===== src/rtl/roll_arbiter_if.sv =====
// Bus between the roll arbiter and its requesters/random generator/readback logic.
// The arbiter connects through the slave modport; the requester side uses master.
interface roll_arbiter_if #(
    parameter int N_REQ = 4
) ();
    localparam int IW = $clog2(N_REQ);

    logic [N_REQ-1:0] i_req;
    logic [N_REQ-1:0] o_gnt;
    logic             o_rng_start;
    logic             i_rng_busy;
    logic [3:0]       i_rng_value;
    logic [3:0]       o_result;
    logic [IW-1:0]    o_result_owner;
    logic             o_result_valid;
    logic             o_err;
    logic             o_busy;
    logic [IW-1:0]    i_rd_sel;
    logic [3:0]       o_rd_value;

    modport slave (
        input  i_req, i_rng_busy, i_rng_value, i_rd_sel,
        output o_gnt, o_rng_start, o_result, o_result_owner, o_result_valid,
               o_err, o_busy, o_rd_value
    );

    modport master (
        output i_req, i_rng_busy, i_rng_value, i_rd_sel,
        input  o_gnt, o_rng_start, o_result, o_result_owner, o_result_valid,
               o_err, o_busy, o_rd_value
    );
endinterface


===== src/rtl/roll_arbiter.sv =====
// Round-robin arbiter sharing one random generator among N_REQ requesters:
// grant, start the roll, wait for the generator to stop, capture its value per owner.
module roll_arbiter #(
    parameter int N_REQ    = 4,
    parameter int START_TO = 16,
    parameter int ROLL_TO  = 2**26
) (
    input  logic            i_clk,
    input  logic            i_rst_n,
    roll_arbiter_if.slave   bus
);
    localparam int IW = $clog2(N_REQ);
    localparam int CW = 27;

    typedef enum logic [2:0] {IDLE, START, WAIT_BUSY, ROLL, CAPTURE} state_t;

    state_t                 state_q, state_d;
    logic [N_REQ-1:0]       pend_q, pend_d;
    logic [N_REQ-1:0]       gnt_q, gnt_d;
    logic [IW-1:0]          owner_q, owner_d;
    logic [IW-1:0]          rr_q, rr_d;
    logic [CW-1:0]          cnt_q, cnt_d;
    logic                   start_q, start_d;
    logic                   err_q, err_d;
    logic                   valid_q, valid_d;
    logic                   busy_q, busy_d;
    logic [3:0]             res_q, res_d;
    logic [IW-1:0]          res_own_q, res_own_d;
    logic [N_REQ-1:0][3:0]  hist_q, hist_d;

    logic [IW-1:0]          pick;
    logic [N_REQ-1:0]       pick_oh;
    logic [IW-1:0]          rr_nxt;
    logic [N_REQ-1:0]       clr;

    // Scan from the highest offset down so the first pending at/after rr_q wins.
    always_comb begin
        int idx;
        idx  = 0;
        pick = '0;
        for (int k = N_REQ - 1; k >= 0; k--) begin
            idx = (int'(rr_q) + k) % N_REQ;
            if (pend_q[IW'(idx)]) pick = IW'(idx);
        end
        pick_oh       = '0;
        pick_oh[pick] = 1'b1;
    end

    assign rr_nxt = (owner_q == IW'(N_REQ - 1)) ? '0 : owner_q + 1'b1;

    always_comb begin
        state_d   = state_q;
        clr       = '0;
        gnt_d     = gnt_q;
        owner_d   = owner_q;
        rr_d      = rr_q;
        cnt_d     = cnt_q;
        start_d   = 1'b0;
        err_d     = 1'b0;
        valid_d   = 1'b0;
        res_d     = res_q;
        res_own_d = res_own_q;
        hist_d    = hist_q;
        case (state_q)
            IDLE: begin
                if (|pend_q) begin
                    owner_d = pick;
                    gnt_d   = pick_oh;
                    clr     = pick_oh;
                    cnt_d   = '0;
                    state_d = START;
                end
            end
            START: begin
                start_d = 1'b1;
                cnt_d   = '0;
                state_d = WAIT_BUSY;
            end
            WAIT_BUSY: begin
                if (bus.i_rng_busy) begin
                    cnt_d   = '0;
                    state_d = ROLL;
                end else if (cnt_q == CW'(START_TO - 1)) begin
                    err_d   = 1'b1;
                    gnt_d   = '0;
                    rr_d    = rr_nxt;
                    cnt_d   = '0;
                    state_d = IDLE;
                end else begin
                    cnt_d = cnt_q + 1'b1;
                end
            end
            ROLL: begin
                if (!bus.i_rng_busy) begin
                    state_d = CAPTURE;
                end else begin
                    if (cnt_q != '1) cnt_d = cnt_q + 1'b1;
                    // Counter is monotonic and saturates above ROLL_TO-1: one stop pulse only.
                    if (cnt_q == CW'(ROLL_TO - 1)) start_d = 1'b1;
                end
            end
            CAPTURE: begin
                res_d          = bus.i_rng_value;
                hist_d[owner_q] = bus.i_rng_value;
                res_own_d      = owner_q;
                valid_d        = 1'b1;
                gnt_d          = '0;
                rr_d           = rr_nxt;
                cnt_d          = '0;
                state_d        = IDLE;
            end
            default: state_d = IDLE;
        endcase
        // A new request on the grant edge wins over the clear.
        pend_d = (pend_q & ~clr) | bus.i_req;
        busy_d = (state_d != IDLE);
    end

    always_ff @(posedge i_clk or negedge i_rst_n) begin
        if (!i_rst_n) begin
            state_q   <= IDLE;
            pend_q    <= '0;
            gnt_q     <= '0;
            owner_q   <= '0;
            rr_q      <= '0;
            cnt_q     <= '0;
            start_q   <= 1'b0;
            err_q     <= 1'b0;
            valid_q   <= 1'b0;
            busy_q    <= 1'b0;
            res_q     <= '0;
            res_own_q <= '0;
            hist_q    <= '0;
        end else begin
            state_q   <= state_d;
            pend_q    <= pend_d;
            gnt_q     <= gnt_d;
            owner_q   <= owner_d;
            rr_q      <= rr_d;
            cnt_q     <= cnt_d;
            start_q   <= start_d;
            err_q     <= err_d;
            valid_q   <= valid_d;
            busy_q    <= busy_d;
            res_q     <= res_d;
            res_own_q <= res_own_d;
            hist_q    <= hist_d;
        end
    end

    assign bus.o_gnt          = gnt_q;
    assign bus.o_rng_start    = start_q;
    assign bus.o_result       = res_q;
    assign bus.o_result_owner = res_own_q;
    assign bus.o_result_valid = valid_q;
    assign bus.o_err          = err_q;
    assign bus.o_busy         = busy_q;
    assign bus.o_rd_value     = hist_q[bus.i_rd_sel];
endmodule


===== src/flat_wrapper.sv =====
// flat-port wrapper written by rule: the top's interface ports become plain ports
module roll_arbiter_flat 
#(
    parameter int N_REQ    = 4,
    parameter int START_TO = 16,
    parameter int ROLL_TO  = 2**26
)
  (i_clk, i_rst_n, bus_i_req, bus_i_rng_busy, bus_i_rng_value, bus_i_rd_sel, bus_o_gnt, bus_o_rng_start, bus_o_result, bus_o_result_owner, bus_o_result_valid, bus_o_err, bus_o_busy, bus_o_rd_value);
  roll_arbiter_if #(.N_REQ(N_REQ)) bus_i ();
  input  logic i_clk;
  input  logic i_rst_n;
  input wire logic [$bits(bus_i.i_req)-1:0] bus_i_req;
  input wire logic [$bits(bus_i.i_rng_busy)-1:0] bus_i_rng_busy;
  input wire logic [$bits(bus_i.i_rng_value)-1:0] bus_i_rng_value;
  input wire logic [$bits(bus_i.i_rd_sel)-1:0] bus_i_rd_sel;
  output wire logic [$bits(bus_i.o_gnt)-1:0] bus_o_gnt;
  output wire logic [$bits(bus_i.o_rng_start)-1:0] bus_o_rng_start;
  output wire logic [$bits(bus_i.o_result)-1:0] bus_o_result;
  output wire logic [$bits(bus_i.o_result_owner)-1:0] bus_o_result_owner;
  output wire logic [$bits(bus_i.o_result_valid)-1:0] bus_o_result_valid;
  output wire logic [$bits(bus_i.o_err)-1:0] bus_o_err;
  output wire logic [$bits(bus_i.o_busy)-1:0] bus_o_busy;
  output wire logic [$bits(bus_i.o_rd_value)-1:0] bus_o_rd_value;
  assign bus_i.i_req = bus_i_req;
  assign bus_i.i_rng_busy = bus_i_rng_busy;
  assign bus_i.i_rng_value = bus_i_rng_value;
  assign bus_i.i_rd_sel = bus_i_rd_sel;
  assign bus_o_gnt = bus_i.o_gnt;
  assign bus_o_rng_start = bus_i.o_rng_start;
  assign bus_o_result = bus_i.o_result;
  assign bus_o_result_owner = bus_i.o_result_owner;
  assign bus_o_result_valid = bus_i.o_result_valid;
  assign bus_o_err = bus_i.o_err;
  assign bus_o_busy = bus_i.o_busy;
  assign bus_o_rd_value = bus_i.o_rd_value;
  roll_arbiter #(.N_REQ(N_REQ), .START_TO(START_TO), .ROLL_TO(ROLL_TO)) u_core (.i_clk(i_clk), .i_rst_n(i_rst_n), .bus(bus_i));
endmodule

===== config.mk =====
export PLATFORM = sky130hd
export DESIGN_NAME = roll_arbiter_flat
export DESIGN_NICKNAME = d
export VERILOG_FILES = /design/src/rtl/roll_arbiter_if.sv /design/src/rtl/roll_arbiter.sv /design/src/flat_wrapper.sv
export SDC_FILE = /design/constraint.sdc
export NUM_CORES = 1
export LEC_CHECK = 0
export ABC_AREA = 1
export BUFFER_PORTS_ARGS = -buffer_cell sky130_fd_sc_hd__clkbuf_2
export CAP_MARGIN = 20
export CORE_AREA = 3 3 105 107
export CTS_CLUSTER_SIZE = 25
export DETAILED_ROUTE_END_ITERATION = 12
export DIE_AREA = 0 0 108 110
export PLACE_DENSITY = 0.67
export SLEW_MARGIN = 10
export SYNTH_ARGS = -nofsm -noshare
export SYNTH_HDL_FRONTEND = slang
export SYNTH_SLANG_ARGS = --single-unit

===== constraint.sdc =====
create_clock -name i_clk -period 2 [get_ports i_clk]
set_input_delay 0.2 -clock i_clk [delete_from_list [all_inputs] [get_ports i_clk]]
set_output_delay 0.2 -clock i_clk [all_outputs]
set_load 0.02 [all_outputs]

=== Yosys cells after proc, flatten, opt, wreduce, memory -nomap -nowiden ===
Cells that the tools add are included.

* Output and inout bits: 18
* Input bits: 13
* Bits in registers: 68
* Logic and storage cells: 110

* Add/subtract/negate cells: 5
* Muxes and demuxes: 51
* Order comparisons: 9
* Bitwise operators: 3
* Equality and inequality tests: 13
* Reduce and logical (&&, ||, !) cells: 13

{| class="wikitable"
|+ Operator list
! cell !! count
|-
| 27-bit two-way mux || 5
|-
| 27-bit one-hot mux with 4 select lines || 1
|-
| 4-bit two-way mux || 7
|-
| 27-bit by 1-bit adder with 27-bit output, second input constant || 1
|-
| 27-bit by 26-bit equality test with 1-bit output, second input constant || 1
|-
| 27-bit by 4-bit equality test with 1-bit output, second input constant || 1
|-
| 27-bit inequality test, second input constant || 1
|-
| 16-bit bitwise mux || 1
|-
| 2-bit by 4-bit less-than comparator with 1-bit output, second input constant || 4
|-
| 1-bit two-way mux || 15
|-
| 2-bit two-way mux || 7
|-
| 3-bit two-way mux || 4
|-
| 3-bit one-hot mux with 4 select lines || 1
|-
| 4-bit one-hot mux with 3 select lines || 1
|-
| 2-bit by 3-bit less-than comparator with 1-bit output, second input constant || 3
|-
| 1-bit binary-select mux with 2-bit select || 4
|-
| 4-bit binary-select mux with 2-bit select || 1
|-
| 4-bit demux with 2-bit select || 1
|-
| 4-bit AND reduction || 2
|-
| 3-bit by 2-bit equality test with 1-bit output, second input constant || 2
|-
| 2-bit by 1-bit inequality test with 1-bit output, second input constant || 3
|-
| 3-bit nonzero test || 2
|-
| 2-bit by 1-bit adder with 2-bit output, second input constant || 2
|-
| 2-bit adder, second input constant || 2
|-
| other kinds (19) || 22
|}

=== Logic depth before layout (Yosys ltp) ===
Gate-level depths: netlist (run 1).

* Word-level depth: 17
* Mapped depth: 13

=== Worst setup path after synthesis (run 1) ===
OpenSTA, ideal clock, no wires.

* Kind: register to register
* Start: reg u_core.cnt_q[0]
* End: reg u_core.cnt_q[10]
* Data arrival time: 1.523 ns
* Cell stages (with the launch flop): 12
* Slack: 0.360 ns
* Clock period less this slack: 1.640 ns
* Required time: 1.883 ns
* Setup time: 0.117 ns
* Cell sequence: dfrtp_1 > ha_1 > nand3_2 > inv_2 > nand2_2 > nor2_4 > nand3_2 > nand3_2 > inv_2 > buf_2 > nand2_1 > nand2_1

* Word-level cells in the longest chain between the ends: 4
* Elaborated cells on any way between the ends: 10
* Classes of those cells: add/sub: 1; eq/ne: 3; mux: 5; reduce/logical: 1

{| class="wikitable"
|+ RTL lines
! item !! line !! RTL
|-
| start: declaration || roll_arbiter.sv:22 || <nowiki>logic [CW-1:0] cnt_q, cnt_d;</nowiki>
|-
| start signal: assignment || roll_arbiter.sv:140 || <nowiki>cnt_q <= cnt_d;</nowiki>
|-
| 27-bit by 1-bit adder with 27-bit output or 27-bit by 4-bit equality test with 1-bit output (tied branches) || roll_arbiter.sv:90, roll_arbiter.sv:97, roll_arbiter.sv:83 ||
|-
| 27-bit two-way mux (on tied branches) || roll_arbiter.sv:97, roll_arbiter.sv:83 ||
|-
| 27-bit two-way mux (on tied branches) || roll_arbiter.sv:94, roll_arbiter.sv:80 ||
|-
| 27-bit one-hot mux with 4 select lines || roll_arbiter.sv:64 || <nowiki>case (state_q)</nowiki>
|}

Several ways; a longest one is shown, not always the timed one. The select of a mux whose other input is x is not followed.
A chain may end at the register's enable or synchronous reset.

=== Final worst setup path (run 1) ===
* Start: reg u_core.cnt_q[4]
* End: reg u_core.cnt_q[0]

* Word-level cells in the longest chain between the ends: 4
* Elaborated cells on any way between the ends: 7
* Classes of those cells: eq/ne: 3; mux: 3; reduce/logical: 1

{| class="wikitable"
|+ RTL lines
! item !! line !! RTL
|-
| 27-bit by 4-bit equality test with 1-bit output || roll_arbiter.sv:83 || <nowiki>end else if (cnt_q == CW'(START_TO - 1)) begin</nowiki>
|-
| 27-bit two-way mux || roll_arbiter.sv:83 ||
|-
| 27-bit two-way mux || roll_arbiter.sv:80 || <nowiki>if (bus.i_rng_busy) begin</nowiki>
|-
| 27-bit one-hot mux with 4 select lines || roll_arbiter.sv:64 ||
|}

Several ways; a longest one is shown, not always the timed one.

==> flow_summary.json, run 1 <==
{
  "clockRootBuffer": "clkbuf_8",
  "syn2layout_area_growth_pct": 15.01,
  "ff_latch_area_sq_mm": 0.001703,
  "final_common_cell": "nand2_1",
  "rows": 37,
  "yosysUniqueCellTypes": 30,
  "cts_made_buffers": 9,
  "power.internal_uw": 3036,
  "synthCells": 587,
  "multi_input_area_sq_mm": 0.002062,
  "worstHoldPathType": "in -> reg",
  "drtIter0Drc": 318,
  "gr-total-overflow": 0,
  "finClkSkew_ns": 0.007661,
  "post-route-min-period_ns": 1.780,
  "start_kind": "flop",
  "gp_congestion": 0.8992,
  "wl_um": 10680,
  "yosysSeqAreaShare_pct": 41.82,
  "clk_pin_slew_ns": 0.08,
  "fmax_mhz": 561.8,
  "vias_per_cell": 5.137,
  "syn_nets": 605,
  "track_usage_pct": 19.61,
  "max-cap-violations": 0,
  "diodes": 0,
  "io_pins": 31,
  "critical_path_arrival_ns": 2.02,
  "crit_type": "reg -> reg",
  "yosys_warnings": 0,
  "dp_hpwl_um": 8169,
  "drive_above_1_share_pct": 12.52,
  "post_drt_wl_per_cell_um": 13.93,
  "pwr-share-seq_pct": 37.0,
  "irDropWorstVdd_v": 0.0004877,
  "hold_viol": 0,
  "core_sq_mm": 0.01023,
  "die_width_um": 108,
  "grt_first_pass_wirelength_um": 18230,
  "dpl-instance-area_sq_mm": 0.004423,
  "port_buffers": 30,
  "period_share_pct": 89.00,
  "layout_common_cells": "219 x nand2_1, 67 x dfrtp_1, 61 x nor2_1",
  "clkPwrFrac_pct": 26.0,
  "p_comb_share_pct": 37.0,
  "cts_sinks": 68,
  "die_h_um": 110,
  "rsz0062_at_grt": "no",
  "vias": 3940,
  "relSlewSlack_pct": 60.41,
  "finalWorstSetupSlack_ns": 0.2200,
  "drc": 0,
  "first_pass_iters": 5,
  "clk-insertion-delay-late_ns": 0.36,
  "finalInstanceArea_sq_mm": 0.004679,
  "cp.required_ns": 2.24,
  "antenna_left": 0,
  "grt_pass1_vias": 3766,
  "final_max_slew_viol_count": 0,
  "antenna_found_initial": 0,
  "setup_violations": 0,
  "synth.cell_area_sq_mm": 0.004069,
  "cts_setup_buffers": 0,
  "clockBufferDepth": 2,
  "utilization_pct": 45.74,
  "yosys_register_bits": 68,
  "grt_max_degree": 30,
  "path_max_fanout": 16,
  "power_switching_uw": 2123,
  "die-area_sq_mm": 0.01188,
  "initial_utilization_pct": 39.77,
  "leakage_uw": 0.002325,
  "endpoint_kind": "flop",
  "cts_max_level": 3,
  "power_density_mw_per_mm2": 1102,
  "tightest_slew_ns": 0.5893,
  "fin_nets": 644,
  "pre_cts_ws_ns": 0.1533,
  "fill_cells": 1082,
  "swShare_pct": 41.15,
  "status": "finished clean",
  "syn_area_per_cell_sq_um": 6.932,
  "fin_tns_setup_ns": 0,
  "cts_tree": "built"
}
## cell usage after synthesis, drive strengths merged
cell     count  area share [%]
o22ai        4            0.61
nor2        65             6.5
nand3       42             5.5
inv         61             5.6
nor3         3            0.37
xnor2        1            0.22
nor4         1            0.15
buf          8             1.4
or2          4            0.61
nand4       19             2.9
o21ai       54             6.9
o2111ai     10             2.2
a31oi        2            0.31
a21oi        3            0.37
xor2         5             1.1
a211oi       1            0.18
dfrtp       68              42
clkbuf       8            0.74
ha           5             1.5
nand2      220              20
o211ai       2            0.37
o21a         1            0.18
## what timing repair did
| action | 4_1_cts | 5_1_grt |
|---|---|---|
| resized for setup | 0 | 3 |
| endpoints found under the setup margin | 0 | 4 |
| endpoints found under the hold margin | 19 | 0 |
| hold buffers | 1 | 0 |
## routing by layer
layer | up-vias | part of all wire, % | routed length [um] | GRT usage [%]
met5 | - | 0 | 0 | 0
met4 | 0 | 2.3 | 251 | 7.214
met3 | 20 | 3.9 | 417 | 3.320
met2 | 88 | 48 | 5103 | 32.95
met1 | 1855 | 46 | 4910 | 25.55
li1 | 1977 | - | - | -
## flip-flops by register name, indices dropped and copies added (netlist names)
| register | cells |
|---|---|
| u_core.bus.o_busy | 1 |
| u_core.bus.o_err | 1 |
| u_core.bus.o_gnt | 4 |
| u_core.bus.o_result | 4 |
| u_core.bus.o_result_owner | 2 |
| u_core.bus.o_result_valid | 1 |
| u_core.bus.o_rng_start | 1 |
| u_core.cnt_q | 27 |
| u_core.hist_q | 16 |
| u_core.owner_q | 2 |
| u_core.pend_q | 4 |
| u_core.rr_q | 2 |
| u_core.state_q | 3 |
## kinds of logic (layout without fill, tap and decap cells)
| kind of cell | Yosys count | count (layout) | share of synthesized area (%) |
|---|---|---|---|
| XOR/XNOR | 6 | 6 | 1.292 |
| adder cells (fa/ha/maj) | 5 | 5 | 1.538 |
| AO/OA/AOI/OAI | 77 | 77 | 11.10 |
| flip-flops | 68 | 68 | 41.82 |
| buffers and inverters | 77 | 121 | 7.810 |
| AND/OR/NAND/NOR | 354 | 354 | 36.44 |
## area by class of cell
cell class / count / area share, %
clock inverter: 6 / 2.032
clock buffer: 10 / 2.941
timing repair buffer: 44 / 6.043
multi-input combinational: 442 / 44.06
sequential: 68 / 36.39
inverter: 61 / 4.893
tap: 136 / 3.636
## power groups by stage
stage / logic, uW / registers (uW) / clock network (uW)
global route: 2200 / 1950 / 1430
detailed placement: 1900 / 1930 / 0
CTS: 1910 / 1900 / 1370
global placement: 1850 / 1910 / 0
floorplan: 1250 / 1980 / 0
finish: 1910 / 1910 / 1340
## worst paths after layout
check | to | cells past startpoint | start | slack [ns]
min reg2reg | u_core.bus.o_gnt[2] | 2 | u_core.bus.o_gnt[2] | 0.48
max | u_core.cnt_q[0] | 9 | u_core.cnt_q[4] | 0.22
min | u_core.pend_q[3] | 3 | bus_i_req[3] | 0.02
min in group asynchronous | u_core.hist_q[14] | 2 | i_rst_n | 0.32
max in group asynchronous | u_core.cnt_q[0] | 3 | i_rst_n | 1.01
max reg2reg | u_core.cnt_q[0] | 9 | u_core.cnt_q[4] | 0.22
## critical path, stage by stage, from the launching register on
cell     delay (ns)
dfrtp_1        0.48
nand2_1        0.19
nor2_2         0.20
nand2_2        0.11
nor2_4         0.14
nand3_2        0.09
nand3_2        0.12
inv_2          0.14
nand3_1        0.11
o21ai_0        0.07
## metrics by stage
| step | hold WS, ns | total power [uW] | instances |
|---|---|---|---|
| floorplan | -0.09559 | 3229 | 587 |
| global placement | 0.1778 | 3760 | 750 |
| detailed placement | 0.1836 | 3826 | 750 |
| CTS | 0.007900 | 5188 | 767 |
| global route | 0.01662 | 5573 | 767 |
| finish | 0.01895 | 5159 | 767 |
No activity file was read; power rests on OpenSTA's default activity.
==> inputs of run 2 (changes only) <==
ABC_AREA = not set   (was 1)
CORE_AREA = 3 3 101 103   (was 3 3 105 107)
DIE_AREA = 0 0 104 106   (was 0 0 108 110)
==> flow_summary.json, run 2 <==
{
  "drtIter0Drc": 193,
  "period_share_pct": 108.8,
  "track_usage_pct": 18.17,
  "die_width_um": 104,
  "regMostFlops": "u_core.cnt_q",
  "cpMaxStageDelayCell": "o41a_1",
  "post_drt_wl_per_cell_um": 17.34,
  "vias": 3340,
  "power_density_mw_per_mm2": 1043,
  "rsz0062_at_grt": "yes",
  "post-route-min-period_ns": 2.175,
  "fmax_mhz": 459.7,
  "layout_common_cells": "66 x buf_4, 62 x dfrtp_1, 29 x clkbuf_2",
  "gr-total-overflow": 0,
  "drive_above_1_share_pct": 48.62,
  "setup_violations": 16,
  "grt_use_met3_pct": 3.886,
  "cts_tree": "built",
  "cts_made_buffers": 9,
  "fin_nets": 485,
  "dpl-instance-area_sq_mm": 0.004503,
  "first_pass_iters": 5,
  "tightest_slew_ns": 0.4312,
  "vias_per_cell": 5.567,
  "yosysSeqAreaShare_pct": 45.61,
  "antenna_left": 0,
  "yosys-top-cells-count": "68 x dfrtp_1, 27 x nand2_1, 24 x mux2_2, 20 x a21oi_1, 19 x nor2_1",
  "worstHoldPathType": "in -> reg",
  "synth.most_common_cell": "dfrtp_1",
  "irDropWorstVdd_v": 0.0006259,
  "max-cap-violations": 0,
  "relSlewSlack_pct": 71.25,
  "finalInstanceArea_sq_mm": 0.005344,
  "synthCells": 355,
  "slowest_delay_ns": 0.60,
  "hold_viol": 0,
  "finClkSkew_ns": 0.008538,
  "yosys_register_bits": 68,
  "drc": 0,
  "clk_pin_slew_ns": 0.08,
  "use_met2_pct": 31.48,
  "async_reset_ff_share_pct": 100.0,
  "yosysTopAreaCell": "dfrtp_1",
  "path_max_fanout": 8,
  "clk-insertion-delay-late_ns": 0.35,
  "yosysUniqueCellTypes": 54,
  "synth_area_leaders": "dfrtp_1 46%, mux2_2 7.2%, nand2_1 2.7%",
  "pre_cts_ws_ns": -0.1361,
  "synth.cell_area_sq_mm": 0.003731,
  "met1_usage_pct": 22.73,
  "cp.required_ns": 2.24,
  "largest_reg_flops": 27,
  "busiest_layer": "met2",
  "gp_congestion": 0.8456,
  "yosys_warnings": 0,
  "initial_utilization_pct": 40.19,
  "antenna_found_initial": 0,
  "syn2layout_area_growth_pct": 43.23,
  "port_buffers": 30,
  "final_common_cell": "buf_4",
  "core_sq_mm": 0.009284,
  "start_kind": "flop",
  "diodes": 0,
  "status": "finished, violations left",
  "die_h_um": 106,
  "wl_um": 10410,
  "finalWorstSetupSlack_ns": -0.1754,
  "clockBufferDepth": 2,
  "final_max_slew_viol_count": 0,
  "clockRootBuffer": "clkbuf_8",
  "critical_path_arrival_ns": 2.42,
  "cts_sinks": 68,
  "die-area_sq_mm": 0.01102,
  "io_pins": 31,
  "syn_nets": 373,
  "syn_area_per_cell_sq_um": 10.51,
  "crit_type": "reg -> reg",
  "cts_max_level": 3,
  "grt_max_degree": 69,
  "path_cells": "nor4_4 > nand4_4 > o41a_1 > a211o_1 > a22o_1",
  "leakage_uw": 0.002401,
  "grt_pass1_vias": 3261,
  "yosysTopAreaCellShare_pct": 45.61,
  "ys.flop_type": "dfrtp_1",
  "dp_hpwl_um": 6837,
  "violations": "setup timing",
  "endpoint_kind": "flop",
  "grt_first_pass_wirelength_um": 16160,
  "reg_top3": "u_core.cnt_q x27, u_core.hist_q x16",
  "synth_edf_count": 0,
  "rows": 35
}
[run 2: changes by cell type after synthesis, sizes merged, moves of 10 or more]
cell | previous run | this run
a21oi | 3 | 20
nor3 | 3 | 13
o21ai | 54 | 6
nand2 | 220 | 27
and3 | 0 | 12
mux2 | 0 | 26
o2111ai | 10 | 0
inv | 61 | 10
nor4 | 1 | 22
nor2 | 65 | 19
nand3 | 42 | 11
[run 2: critical path: cells and delay by family, from the launching register on]
kind / cells / cell delay, ns
AOI/OAI and AO/OA: 3 / 1.15
DFF: 1 / 0.42
and+or+nand+nor: 2 / 0.50
[run 2: layout make-up]
class	count	area (sq um)
multi-input combinational	254	2221
inverter	10	37.54
sequential	68	1709
tap	129	161.4
clock inverter	6	88.84
clock buffer	9	123.9
fill	774	3940
timing repair buffer	124	1002
[run 2: kinds of logic (layout without fill, tap and decap cells)]
group,after synthesis,after routing,synth area share (%)
adder cells (fa/ha/maj),5,5,1.677
multiplexers,30,30,10.26
buffers and inverters,33,149,4.158
flip-flops,68,68,45.61
AND/OR/NAND/NOR,143,143,23.27
AO/OA/AOI/OAI,76,76,15.02
[run 2: metal layers]
metal / routed length (um) / share of wire [%] / up-vias
li1: - / - / 1564
met1: 4386 / 42 / 1666
met2: 5423 / 52 / 94
met3: 409 / 3.9 / 16
met4: 186 / 1.8 / 0
met5: 0 / 0 / -
[run 2: repair_timing]
item | in CTS | in global routing
gates cloned | 0 | 2
endpoints found under the setup margin | 28 | 33
hold buffers | 1 | 1
setup buffers | 2 | 18
gates resized for setup | 18 | 76
hold endpoints to repair | 68 | 1
pin swaps | 6 | 37
[run 2: metrics by stage]
stage | setup TNS [ns] | total power (uW) | utilization (%) | std cells | hold slack (ns)
3_5_place_dp | -1.213 | 4085 | 48.50 | 561 | 0.2566
5_1_grt | -3.474 | 5910 | 57.56 | 600 | 0.003805
6_report | -1.412 | 5575 | 57.56 | 600 | 0.02006
2_1_floorplan | -0.02124 | 3212 | - | 355 | -0.09559
3_3_place_gp | -0.7543 | 4004 | 48.50 | 561 | 0.2528
4_1_cts | -0.5855 | 5396 | 51.93 | 579 | 0.0007161
[run 2: worst paths after layout]
path	start	to	slack [ns]	depth (start not counted)
setup / recovery	u_core.cnt_q[7]	u_core.cnt_q[14]	-0.18	5
hold / removal	bus_i_req[1]	u_core.pend_q[1]	0.02	2
setup reg to reg	u_core.cnt_q[7]	u_core.cnt_q[14]	-0.18	5
hold reg to reg	u_core.hist_q[3]	u_core.hist_q[3]	0.51	1
max in group asynchronous	i_rst_n	u_core.cnt_q[22]	1.28	3
min in group asynchronous	i_rst_n	u_core.owner_q[1]	0.41	3
[run 2: report_power, final]
part / switching (uW) / internal, uW / leakage, uW
clock network: 553 / 697 / 0.000102
logic: 1240 / 1100 / 0.00142
registers: 277 / 1710 / 0.000880
